File: src/rtl/instruction_fetch_stage.sv
// instruction_fetch_stage: MIPS IF stage with PC, IF/ID register, stall, redirect and flush.
// Priority of the next-PC source: branch, then jump, then stall, then sequential fetch.
module instruction_fetch_stage #(
  parameter logic [31:0] RESET_PC = 32'h0000_0000
) (
  input  logic        clk_i,
  input  logic        rst_i,
  input  logic        stall_i,
  input  logic        branch_taken_i,
  input  logic [31:0] branch_target_i,
  input  logic        jump_i,
  input  logic [31:0] jump_target_i,
  input  logic [31:0] instruction_i,
  output logic [31:0] instr_address_o,
  output logic [31:0] ifid_instruction_o,
  output logic [31:0] ifid_pc_plus4_o,
  output logic        ifid_valid_o,
  output logic [31:0] fetch_count_o
);
  logic [31:0] pc_q, pc_d, ins_q, ins_d, pc4_q, pc4_d, cnt_q, cnt_d;
  logic        v_q, v_d;
  logic        redirect;
  logic [31:0] target, pc_plus4;
  always_comb begin
    redirect = branch_taken_i | jump_i;
    target   = branch_taken_i ? branch_target_i : jump_target_i;
    pc_plus4 = pc_q + 32'd4;
    // a redirect discards the younger slot even when the hazard unit stalls it
    pc_d  = redirect ? {target[31:2], 2'b00} : stall_i ? pc_q : pc_plus4;
    ins_d = redirect ? 32'h0 : stall_i ? ins_q : instruction_i;
    pc4_d = redirect ? 32'h0 : stall_i ? pc4_q : pc_plus4;
    v_d   = redirect ? 1'b0 : stall_i ? v_q : 1'b1;
    cnt_d = (redirect | stall_i) ? cnt_q : cnt_q + 32'd1;
  end
  always_ff @(posedge clk_i or posedge rst_i) begin
    if (rst_i) begin
      pc_q  <= {RESET_PC[31:2], 2'b00};
      ins_q <= 32'h0;
      pc4_q <= 32'h0;
      v_q   <= 1'b0;
      cnt_q <= 32'h0;
    end else begin
      pc_q  <= pc_d;
      ins_q <= ins_d;
      pc4_q <= pc4_d;
      v_q   <= v_d;
      cnt_q <= cnt_d;
    end
  end
  assign instr_address_o    = pc_q;
  assign ifid_instruction_o = ins_q;
  assign ifid_pc_plus4_o    = pc4_q;
  assign ifid_valid_o       = v_q;
  assign fetch_count_o      = cnt_q;
endmodule

File: config.mk
export PLATFORM = sky130hd
export DESIGN_NAME = instruction_fetch_stage
export DESIGN_NICKNAME = d
export VERILOG_FILES = /design/src/rtl/instruction_fetch_stage.sv
export SDC_FILE = /design/constraint.sdc
export NUM_CORES = 1
export LEC_CHECK = 0
export CELL_PAD_IN_SITES_DETAIL_PLACEMENT = 1
export CELL_PAD_IN_SITES_GLOBAL_PLACEMENT = 2
export CORE_AREA = 5 5 155 157
export DETAILED_ROUTE_END_ITERATION = 8
export DIE_AREA = 0 0 160 162
export GPL_TIMING_DRIVEN = 0
export HOLD_SLACK_MARGIN = 0.03
export PLACE_DENSITY = 0.83
export SYNTH_ARGS = -nofsm -noshare
export SYNTH_HDL_FRONTEND = slang
export SYNTH_SLANG_ARGS = --single-unit
File: constraint.sdc
create_clock -name clk_i -period 12.6 [get_ports clk_i]
set_input_delay 2.52 -clock clk_i [delete_from_list [all_inputs] [get_ports clk_i]]
set_output_delay 2.52 -clock clk_i [all_outputs]
set_load 0.05 [all_outputs]
# Word level (Yosys, flattened, before mapping)
# Index checks and enable logic that the tools add are counted.
# totals
reg_bits	129
latchBits	0
ram_bits	0
rom_bits	0
in_bits	101
wordCells	18
memories	0
# op_classes
addsub	2
mul	0
div_mod_pow	0
order_cmp	0
n_eq_ne	1
shifts	0
n_mux	8
bitwise_logic	2
reduce_logical	0
# ops
operator	n
$mux W32	6
$add A32 B1 Y32 const B	1
$add A32 B3 Y32 const B	1
$mux W1	2
$ne A2 B1 Y1 const B	1
$or A1 B1 Y1	2

# Longest topological paths before layout
# logic_depth
ltp_word	3
ltp_mapped	7
mapped_depth_nobuf	6

# Least setup slack after synthesis
# No wires, ideal clock.
# synth_path
path_type	input-to-reg
startpoint	input port jump_i
endpoint	register cnt_q[17], in the netlist fetch_count_o[17]
setup_time_ns	0.141
arrival_ns	3.909
required_ns	12.459
slack_ns	8.549
cell_stages	7
n_path_buf	2
path_cell_list	clkbuf_1 nor3_1 buf_2 nand3_1 nor3_1 nand4_1 xnor2_1
# synth_between
elab_chain_len	2
# synth_rtl
element	line	rtl
start, declared	11	input logic jump_i,
$or A1 B1 Y1	25	redirect = branch_taken_i | jump_i;
$or A1 B1 Y1	33	cnt_d = (redirect | stall_i) ? cnt_q : cnt_q + 32'd1;
end signal, assigned	47	cnt_q <= cnt_d;
end, declared	20	logic [31:0] pc_q, pc_d, ins_q, ins_d, pc4_q, pc4_d, cnt_q, cnt_d;
# No other way between the ends.
# A chain may end at the register's enable or synchronous reset.

# Worst setup path after layout
# layout_path
startpoint	input port branch_taken_i
endpoint	register cnt_q[21], in the netlist fetch_count_o[21]
# layout_between
elab_chain_len	2
# layout_rtl
element	line	rtl
start, declared	9	input logic branch_taken_i,
$or A1 B1 Y1	25	
$or A1 B1 Y1	33	
# No other way between the ends.

==> results.sh <==
export IMPL_die_height_um=162
export IMPL_final_setup_skew_ns=0.0131
export IMPL_setup_violations_final=0
export IMPL_outcome="complete, no violations"
export IMPL_cp_data_arrival_time_ns=4.89
export IMPL_area_sequential_mm2=0.00315
export IMPL_port_buffer_count=221
export IMPL_routed_via_density=4.83
export IMPL_syn_instance_count=637
export IMPL_drc=0
export IMPL_final_period_utilization_pct=36.4
export IMPL_route_detailed_wl_per_inst_um=19.8
export IMPL_detailroute_via_count=5690
export IMPL_postSynth_asyncResetShare_pct=100
export IMPL_multiInputGateArea_mm2=0.00281
export IMPL_drv_cap=0
export IMPL_power_switching_fraction_pct=31.2
export IMPL_crit_path_top_delay_cell="sky130_fd_sc_hd__nor3_1"
export IMPL_ys_seq_elements=126
export IMPL_number_of_enable_flip_flop_cells_after_synthesis=0
export IMPL_synth_yosys_warnings=0
export IMPL_num_fill_cells=2517
export IMPL_synth_lib_cells_used_distinct=50
export IMPL_grt_start_max_net_pins=84
export IMPL_core_area_mm2=0.0224
export IMPL_p_leak_uw=0.00388
export IMPL_ys_seq_area_share_pct=50.9
export IMPL_cts_made_buffers=17
export IMPL_power_switching_uw=393
export IMPL_pwr_share_seq_pct=36.6
export IMPL_combPwrFrac_pct=21.1
export IMPL_start_util_pct=27.7
export IMPL_clk_path_buf_depth=2
export IMPL_clock_power_share_pct=42.3
export IMPL_rsz0062_at_grt="false"
export IMPL_postRouteAntennaNets=0
export IMPL_min_path_type="reg2reg"
export IMPL_hold_viol=0
export IMPL_synthDominantAreaCellType="sky130_fd_sc_hd__dfrtp_1"
export IMPL_layout_core_utilization_pct=42.2
export IMPL_yosys_top_cells_area="sky130_fd_sc_hd__dfrtp_1 (51%), sky130_fd_sc_hd__xnor2_1 (6.6%), sky130_fd_sc_hd__nor2_1 (5.6%)"
export IMPL_worstSetupStartpointType="primary input"
export IMPL_fin_max_slew_vios=0
export IMPL_cts_repair_timing_setup_buffer_count=0
export IMPL_power_internal_uw=865
export IMPL_detail_route_iter0_violations=216
export IMPL_primary_flip_flop_cell_chosen_by_synthesis_mapping="sky130_fd_sc_hd__dfrtp_1"
export IMPL_grt_overflow_total=0
export IMPL_finalSetupTns_ns=0
export IMPL_clock_sinks=126
export IMPL_power_ir_vdd_worst_mv=0.0737
export IMPL_area_delta_synth_final_pct=52.3
export IMPL_cp_data_required_time_ns=12.90
export IMPL_path_clk_slew_ns=0.06
export IMPL_timing_fmax_mhz=218
export IMPL_cellPowerDensity_mw_per_mm2=133
export IMPL_synth_top_area_share_pct=50.9
export IMPL_antenna_found_initial=2
export IMPL_hpwlAfterDp_um=17400
export IMPL_placed_cells=1145
export IMPL_syn_mean_instance_area_um2=9.73
export IMPL_nets=982
export IMPL_design_die_area_mm2=0.0259
export IMPL_tritoncts="yes"
export IMPL_placementRows=55
export IMPL_critical_path_max_fanout=10
export IMPL_final_period_minus_worst_setup_slack_ns=4.59
export IMPL_grt_first_pass_wirelength_um=36600
export IMPL_number_of_global_route_vias_before_repair=6226
export IMPL_crit_chain="clkdlybuf4s50_1 -> nor3_1 -> buf_2 -> nand3_1 -> nor3_1 -> nand4_1 -> xnor2_1"
export IMPL_cts_htree_levels=4
export IMPL_total_iterations_of_the_first_detailed_routing_run=4
export IMPL_critical_path_n_buffers_inverters=2
export IMPL_cts_resized_gates=0
export IMPL_max_slew_margin_rel_pct=49.1
export IMPL_grtUsageTotal_pct=18.0
export IMPL_drt_wl_total_um=23300
export IMPL_critical_path_most_common_cell="sky130_fd_sc_hd__nor3_1"
export IMPL_die_width_um=160
export IMPL_clock_latency_ns=0.41
export IMPL_cpLargestDelayFamily="simple AND/OR/NAND/NOR gates"
export IMPL_synth_area_mm2=0.00620
export IMPL_fin_total_pwr_uw=1260
export IMPL_final_cells=1178
export IMPL_cts_root_buf="sky130_fd_sc_hd__clkbuf_16"
export IMPL_cpPeakStageDelay_ns=0.51
export IMPL_hold_worst_slack_ns=0.478
export IMPL_ctsHoldBuffers=0
export IMPL_gp_congestion=0.821
export IMPL_crit_path_end_kind="flop"
export IMPL_timing_worst_setup_path_type="in2reg"
export IMPL_worst_slew_pin_transition_ns=0.763
export IMPL_io_pins=230
export IMPL_layout_drive_gt1_share_pct=7.51
final cells by class:
type	count	area share, %
well taps	285	3.78
inverters	11	0.491
clock inverters	14	2.03
plain buffers	44	2.07
multi-input cells	457	29.8
diodes	1	0.0265
clock buffers	18	4.66
flip-flops and latches	126	33.4
repair buffers	222	23.7
path summary, 6_finish.rpt:
kind                       slack (ns)  depth (start not counted)                           start                                 to
min reg2reg                      0.48                          1   fetch_count_o[31]$_DFFE_PP0N_      fetch_count_o[31]$_DFFE_PP0N_
max in group asynchronous        9.33                          3                           rst_i    instr_address_o[22]$_DFFE_PP0N_
min in group asynchronous        2.50                          2                           rst_i  ifid_instruction_o[9]$_DFFE_PP0N_
max                              8.01                          7                  branch_taken_i      fetch_count_o[21]$_DFFE_PP0N_
min                              0.48                          1   fetch_count_o[31]$_DFFE_PP0N_      fetch_count_o[31]$_DFFE_PP0N_
max reg2reg                     10.43                          6  instr_address_o[6]$_DFFE_PP0N_    instr_address_o[28]$_DFFE_PP0N_
per-stage QoR:
stage          area [µm²]  worst slack [ns]
6_report             9430              8.01
4_1_cts              9430              7.95
2_1_floorplan        6200              6.72
3_5_place_dp         8800              7.50
5_1_grt              9430              7.76
3_3_place_gp         8770              4.50
cell families after synthesis:
kind of cell	count (synthesis)	synth area share, %
simple gates	243	18.8
flops	126	50.9
compound gates	109	11.0
xor+xnor	66	9.33
buf+inv	55	3.82
mux	35	5.67
fa+ha+maj	2	0.404
other cells	1	0.0605
layer usage:
layer  track usage (%)  part of all wire (%)  vias to the layer above
li1                  -                     -                     2677
met4              5.16                   1.3                        2
met1              23.6                    45                     2845
met3              5.25                   5.9                       15
met2              29.2                    48                      151
met5                 0                 0.030                        -
cells in the final DEF (no fill, tap or decap), types with 3 or more instances in the layout:
cell type / Yosys / final
sky130_fd_sc_hd__buf_4: 4 / 4
sky130_fd_sc_hd__buf_2: 5 / 5
sky130_fd_sc_hd__and4_1: 4 / 4
sky130_fd_sc_hd__bufinv_16: 0 / 4
sky130_fd_sc_hd__clkbuf_16: 0 / 17
sky130_fd_sc_hd__a22oi_1: 5 / 5
sky130_fd_sc_hd__clkinv_2: 0 / 3
sky130_fd_sc_hd__o221ai_1: 13 / 13
sky130_fd_sc_hd__xor2_1: 19 / 19
sky130_fd_sc_hd__nand3_1: 15 / 15
sky130_fd_sc_hd__xnor2_1: 47 / 47
sky130_fd_sc_hd__buf_1: 7 / 7
sky130_fd_sc_hd__and3_1: 3 / 3
sky130_fd_sc_hd__mux2i_1: 34 / 34
sky130_fd_sc_hd__clkinvlp_4: 0 / 4
sky130_fd_sc_hd__nor4_2: 3 / 3
sky130_fd_sc_hd__a221o_1: 6 / 6
sky130_fd_sc_hd__dfrtp_1: 126 / 126
sky130_fd_sc_hd__nor2_1: 93 / 93
sky130_fd_sc_hd__a21oi_1: 44 / 44
sky130_fd_sc_hd__nand2_1: 70 / 70
sky130_fd_sc_hd__nand4_1: 16 / 16
sky130_fd_sc_hd__nor4_1: 4 / 4
sky130_fd_sc_hd__nor3_1: 14 / 14
sky130_fd_sc_hd__nor3_2: 5 / 5
sky130_fd_sc_hd__inv_1: 10 / 9
sky130_fd_sc_hd__clkbuf_1: 26 / 26
sky130_fd_sc_hd__clkdlybuf4s50_1: 0 / 221
sky130_fd_sc_hd__or2_2: 3 / 3
sky130_fd_sc_hd__o21ai_0: 29 / 29
sky130_fd_sc_hd__o21ba_2: 3 / 3
power groups by stage:
stage / Sequential (µW) / Clock, µW / Combinational [µW]
final: 460 / 532 / 266
after global routing: 464 / 566 / 283
after CTS: 460 / 546 / 270
after detailed placement: 467 / 0 / 269
after global placement: 466 / 0 / 266
after floorplan: 542 / 0 / 75.5
cells in the mapped netlist, types with 2 or more instances:
cell and number:
sky130_fd_sc_hd__dfrtp_1 126, sky130_fd_sc_hd__nor2_1 93, sky130_fd_sc_hd__nand2_1 70, sky130_fd_sc_hd__xnor2_1 47
sky130_fd_sc_hd__a21oi_1 44, sky130_fd_sc_hd__mux2i_1 34, sky130_fd_sc_hd__o21ai_0 29, sky130_fd_sc_hd__clkbuf_1 26
sky130_fd_sc_hd__xor2_1 19, sky130_fd_sc_hd__nand4_1 16, sky130_fd_sc_hd__nand3_1 15, sky130_fd_sc_hd__nor3_1 14
sky130_fd_sc_hd__o221ai_1 13, sky130_fd_sc_hd__inv_1 10, sky130_fd_sc_hd__buf_1 7, sky130_fd_sc_hd__a221o_1 6
sky130_fd_sc_hd__a22oi_1 5, sky130_fd_sc_hd__buf_2 5, sky130_fd_sc_hd__nor3_2 5, sky130_fd_sc_hd__and4_1 4
sky130_fd_sc_hd__buf_4 4, sky130_fd_sc_hd__nor4_1 4, sky130_fd_sc_hd__and3_1 3, sky130_fd_sc_hd__nor4_2 3
sky130_fd_sc_hd__o21ba_2 3, sky130_fd_sc_hd__or2_2 3, sky130_fd_sc_hd__a211oi_1 2, sky130_fd_sc_hd__ha_1 2
sky130_fd_sc_hd__nor2b_1 2, sky130_fd_sc_hd__o21ai_1 2, sky130_fd_sc_hd__or3_1 2
sequential cells by signal (all words and copies together), names as in the netlist:
register and flops:
fetch_count_o 32, ifid_instruction_o 32, ifid_pc_plus4_o 31, instr_address_o 30, ifid_valid_o 1
No activity file was read; power rests on OpenSTA's default activity.
